--- src/rtl/fetch_ctrl_pkg.sv ---
// Shared definitions for the fetch path: the PC and instruction widths and the
// fetch controller state encoding.
package fetch_ctrl_pkg;

    localparam int PC_W    = 9;
    localparam int INSTR_W = 9;

    typedef enum logic [1:0] {
        ST_IDLE   = 2'd0,
        ST_FILL   = 2'd1,
        ST_VALID  = 2'd2,
        ST_HALTED = 2'd3
    } fetch_state_t;

    // Sequential successor of a PC; wraps at the top of the address space.
    function automatic logic [PC_W-1:0] pc_inc(input logic [PC_W-1:0] a);
        return a + PC_W'(1);
    endfunction

endpackage

--- src/rtl/fetch_ctrl.sv ---
// Fetch controller: drives the external PC register and presents one registered
// instruction per cycle to decode, with branch redirect, halt and stall.
module fetch_ctrl
    import fetch_ctrl_pkg::*;
#(
    parameter int OFFSET_W = 6
) (
    input  logic                clk,
    input  logic                reset,
    input  logic                start,
    input  logic [PC_W-1:0]     pc,
    output logic [PC_W-1:0]     pc_next,
    output logic                pc_write,
    output logic [PC_W-1:0]     imem_addr,
    input  logic [INSTR_W-1:0]  imem_data,
    output logic [INSTR_W-1:0]  instr,
    output logic [PC_W-1:0]     instr_pc,
    output logic                instr_valid,
    input  logic                instr_ready,
    input  logic                branch_req,
    input  logic                branch_rel,
    input  logic [PC_W-1:0]     branch_target,
    input  logic [OFFSET_W-1:0] branch_offset,
    input  logic                halt_in,
    output logic                done
);

    fetch_state_t         r_state;
    fetch_state_t         w_state_nxt;
    logic [INSTR_W-1:0]   r_instr;
    logic [PC_W-1:0]      r_instr_pc;
    logic                 r_instr_valid;
    logic                 r_done;

    logic                 w_hs;
    logic                 w_load;
    logic                 w_valid_nxt;
    logic                 w_done_nxt;
    logic                 w_pc_write;
    logic [PC_W-1:0]      w_pc_next;
    logic [PC_W-1:0]      w_off_sext;
    logic [PC_W-1:0]      w_rel_target;

    // Relative branches are taken from the accepted instruction's own address.
    assign w_off_sext   = PC_W'(signed'(branch_offset));
    assign w_rel_target = r_instr_pc + w_off_sext;
    assign w_hs         = (r_state == ST_VALID) && r_instr_valid && instr_ready;

    always_comb begin
        w_state_nxt = r_state;
        w_pc_write  = 1'b0;
        w_pc_next   = pc_inc(pc);
        w_load      = 1'b0;
        w_valid_nxt = r_instr_valid;
        w_done_nxt  = r_done;
        case (r_state)
            ST_IDLE: begin
                w_valid_nxt = 1'b0;
                if (start) w_state_nxt = ST_FILL;
            end
            ST_FILL: begin
                w_pc_write  = 1'b1;
                w_load      = 1'b1;
                w_valid_nxt = 1'b1;
                w_state_nxt = ST_VALID;
            end
            ST_VALID: begin
                if (w_hs) begin
                    if (halt_in) begin
                        w_valid_nxt = 1'b0;
                        w_done_nxt  = 1'b1;
                        w_state_nxt = ST_HALTED;
                    end else if (branch_req) begin
                        // Redirect: drop the prefetched slot and refill from the target.
                        w_pc_write  = 1'b1;
                        w_pc_next   = branch_rel ? w_rel_target : branch_target;
                        w_valid_nxt = 1'b0;
                        w_state_nxt = ST_FILL;
                    end else begin
                        w_pc_write = 1'b1;
                        w_load     = 1'b1;
                    end
                end
            end
            ST_HALTED: begin
                w_valid_nxt = 1'b0;
            end
            default: begin
                w_valid_nxt = 1'b0;
                w_state_nxt = ST_IDLE;
            end
        endcase
    end

    always_ff @(posedge clk or posedge reset) begin
        if (reset) begin
            r_state       <= ST_IDLE;
            r_instr       <= '0;
            r_instr_pc    <= '0;
            r_instr_valid <= 1'b0;
            r_done        <= 1'b0;
        end else begin
            r_state       <= w_state_nxt;
            r_instr_valid <= w_valid_nxt;
            r_done        <= w_done_nxt;
            if (w_load) begin
                r_instr    <= imem_data;
                r_instr_pc <= pc;
            end
        end
    end

    // The PC register must not load while reset is held.
    assign pc_write    = w_pc_write & ~reset;
    assign pc_next     = w_pc_next;
    assign imem_addr   = pc;
    assign instr       = r_instr;
    assign instr_pc    = r_instr_pc;
    assign instr_valid = r_instr_valid;
    assign done        = r_done;

endmodule
--- config.mk ---
export PLATFORM = sky130hd
export DESIGN_NAME = fetch_ctrl
export DESIGN_NICKNAME = d
export VERILOG_FILES = /design/src/rtl/fetch_ctrl_pkg.sv /design/src/rtl/fetch_ctrl.sv
export SDC_FILE = /design/constraint.sdc
export NUM_CORES = 1
export LEC_CHECK = 0
export ABC_CLOCK_PERIOD_IN_PS = 1900
export CAP_MARGIN = 25
export CORE_ASPECT_RATIO = 0.9
export CORE_MARGIN = 1.5
export CORE_UTILIZATION = 38
export DETAILED_ROUTE_END_ITERATION = 8
export GPL_ROUTABILITY_DRIVEN = 1
export GPL_TIMING_DRIVEN = 0
export HOLD_SLACK_MARGIN = 0.1
export MAX_ROUTING_LAYER = met4
export PLACE_DENSITY = 0.81
export SLEW_MARGIN = 30
export SYNTH_ARGS = -nofsm -noshare
export SYNTH_HDL_FRONTEND = slang
export SYNTH_SLANG_ARGS = --single-unit
--- constraint.sdc ---
create_clock -name clk -period 1.9 [get_ports clk]
set_clock_uncertainty 0.1 [all_clocks]
set_input_delay 0.285 -clock clk [delete_from_list [all_inputs] [get_ports clk]]
set_output_delay 0.285 -clock clk [all_outputs]
set_load 0.01 [all_outputs]
==> flow_metrics.py <==
metrics = {
    "drt": {
        "wl_met1_um": 2521,
        "drt-total-wl_um": 5739,
        "dr.pass1.iters": 4,
        "drt_first_iter_violations": 123,
        "routed.top_layer": "met4",
        "viasPerCell": 5.199,
        "wl_met3_um": 281,
        "remaining_drc_errors": 0,
        "wl_met2_um": 2887,
        "drtAntennaViolNets": 0,
        "num_vias": 1799,
        "wl_per_cell_um": 16.59,
    },
    "placement": {
        "hpwl_um": 3653,
        "place_area_um2": 2684,
        "place_congestion": 0.8955,
        "io_buffers": 78,
    },
    "die": {
        "num_rows": 23,
        "fp.dieH_um": 67.53,
        "die_area_um2": 5044,
        "ios": 79,
        "core_area_um2": 4461,
        "initial_utilization_pct": 39.41,
        "die_x_um": 74.70,
    },
    "yosys": {
        "syn_area_um2": 1758,
        "avgSynthCellArea_um2": 10.10,
        "synth_top_flop_cell": "dfrtp_1",
        "synth_cells": 174,
        "synth-seq-cells": 22,
        "yosysWarnings": 0,
        "synth_edf_count": 0,
        "synth_nets": 229,
        "synth.yosys.seq_area_share_pct": 31.32,
        "yosysUniqueCellTypes": 48,
        "ys_async_sr_fraction_pct": 100.0,
    },
    "critical_path": {
        "rr_worst_depth": 10,
        "critPathLaunch": "instr_pc[0]",
        "cp-start-kind": "flip-flop",
        "r2r-start": "r_state[0]",
        "r2r_setup_slack_ns": -0.24,
        "crit_fanout": 2,
        "critPathMaxStageDelay_ns": 0.41,
        "cp.arrival_ns": 2.37,
        "required_ns": 1.51,
        "r2r_end": "instr_pc[7]",
        "crit_type": "reg -> out",
        "end_kind": "output port",
        "cpMaxStageDelayCell": "dfrtp_1",
        "cp_cell_sequence": "ha_2 -> inv_2 -> fa_2 -> nor2b_4 -> o31a_1 -> buf_4 -> o41ai_4 -> mux2i_1 -> a211oi_2 -> buf_2",
    },
    "grt": {
        "grt_pass1_wl_um": 8714,
        "grt_pass1_vias": 1844,
        "grt.overflow.total": 0,
        "grt_usage_pct": 23.80,
        "antenna_found_initial": 0,
        "grt_max_degree": 13,
    },
    "final_layout": {
        "finish.instance_area_um2": 3151,
        "layout_common_cells": "clkdlybuf4s50_1 (54), buf_4 (30), dfrtp_1 (21)",
        "layout_commonest_cell": "clkdlybuf4s50_1",
        "nets": 340,
        "fin_util_pct": 70.63,
        "diodes": 0,
        "area_growth_pct": 79.22,
        "drive_gt1_share_pct": 41.20,
    },
    "min_path": {
        "hold_end": "instr_pc[1]",
        "hold_path.class": "in -> reg",
        "hold_path.startpoint": "pc[1]",
        "min_path_cells": 2,
    },
    "sta": {
        "hold_violations": 0,
        "tns_ns": -8.145,
        "period_needed_ns": 2.755,
        "worstMarginPinSlew_ns": 0.5729,
        "fin_hold_ws_ns": 0.2913,
        "timing.fmax_mhz": 362.9,
        "setup_ws_ns": -0.8552,
        "rsz0062_at_grt": "yes",
        "final.period_utilization_pct": 145.0,
        "drv_slew": 0,
        "setup_viol": 28,
        "relSlewSlack_pct": 61.59,
    },
    "power_and_ir_drop": {
        "power.leakage_uw": 0.001416,
        "peakVddDrop_mv": 0.8053,
        "power.density_nw_per_um2": 1436,
    },
    "clock_network": {
        "cts_made_buffers": 3,
        "ctsHtreeMaxLevel": 1,
        "cts_sinks": 22,
        "postCtsHoldBufs": 0,
        "clk_latency_ns": 0.26,
        "cts_tree": "done",
        "cts_root_buf": "clkbuf_8",
        "cts.reportedPaths.clkPinSlew_ns": 0.08,
        "clockBufferDepth": 2,
    },
    "run_status": {
        "failed_checks": "setup timing",
        "status": "finished, violations left",
    },
    "job": {
        "max-cap-violations": 0,
    },
}
[power by group]
group	internal [uW]	total, uW	switching [uW]
combinational	1950	3250	1300
clock	185	347	162
sequential	720	924	204
total	2860	4530	1670
[cells by family after synthesis]
| family | count (synthesis) | synth area share [%] |
|---|---|---|
| simple gates | 49 | 14.88 |
| compound gates | 35 | 14.88 |
| buf+inv | 23 | 7.900 |
| flops | 22 | 31.32 |
| mux | 21 | 15.44 |
| fa+ha+maj | 15 | 11.10 |
| xor+xnor | 9 | 4.484 |
[per-stage QoR]
stage                     total power (uW)  setup slack [ns]  cells
after floorplan                       2365           -0.2241    174
after global placement                3173            -1.127    314
after detailed placement              3240            -1.150    314
after CTS                             4438           -0.8183    343
after global routing                  4778           -0.9348    346
final                                 4526           -0.8552    346
[final cells by class]
class / count / area (um2)
well taps: 62 / 77.57
inverters: 9 / 37.54
plain buffers: 14 / 127.6
repair inverters: 1 / 5.005
multi-input cells: 129 / 1331
repair buffers: 105 / 964.7
flip-flops and latches: 22 / 551.8
clock buffers: 4 / 55.05
fillers: 333 / 1310
[Yosys cell counts, types with 2 or more instances]
library cell | number | area share [%]
ha_1 | 14 | 10
a21oi_1 | 8 | 2.3
xor2_1 | 4 | 2.0
a211oi_1 | 2 | 0.85
mux2_2 | 9 | 5.8
buf_4 | 9 | 3.8
clkbuf_1 | 2 | 0.43
buf_2 | 2 | 0.57
nor2_1 | 10 | 2.1
nand3_1 | 10 | 2.8
nand2_1 | 10 | 2.1
mux2_4 | 10 | 8.5
nor3_1 | 7 | 2.0
o21ai_0 | 6 | 1.7
xnor2_1 | 5 | 2.5
nor2b_4 | 2 | 1.6
dfrtp_1 | 22 | 31
o211ai_1 | 2 | 0.85
mux2i_1 | 2 | 1.1
inv_1 | 9 | 1.9
nor2b_1 | 2 | 0.71
[how the worst max path moves through the flow]
| stage | to | slack, ns | cells after the start |
|---|---|---|---|
| floorplan | pc_next[8] | -0.22 | 8 |
| global placement | pc_next[8] | -1.13 | 10 |
| detailed placement | pc_next[8] | -1.15 | 10 |
| CTS | pc_next[8] | -0.82 | 10 |
| global route | pc_next[8] | -0.93 | 10 |
| finish | pc_next[8] | -0.86 | 10 |
[per-layer routing]
layer / up-vias / global-route usage (%)
met4: 0 / 4.773
met3: 6 / 3.433
met2: 74 / 40.07
met1: 881 / 30.63
met5: - / -
li1: 838 / -
[worst max-delay path, delay by kind of cell (launching register included)]
family / cells / cell delay [ns]
AOI/OAI and AO/OA: 3 / 0.72
adders and majority gates: 2 / 0.42
DFF: 1 / 0.41
buffers and inverters: 3 / 0.37
muxes: 1 / 0.13
and+or+nand+nor: 1 / 0.05
[timing repair]
action                                  4_1_cts  5_1_grt
endpoints found under the setup margin       33       31
resized for setup                            89       14
pin swaps                                    14        6
gates cloned                                  2        0
buffers inserted                             23        4
[registers in the layout, indices dropped and copies added (netlist names)]
name         cells
done             1
instr            9
instr_pc         9
instr_valid      1
r_state          2
(Power assumes the default switching activity.)
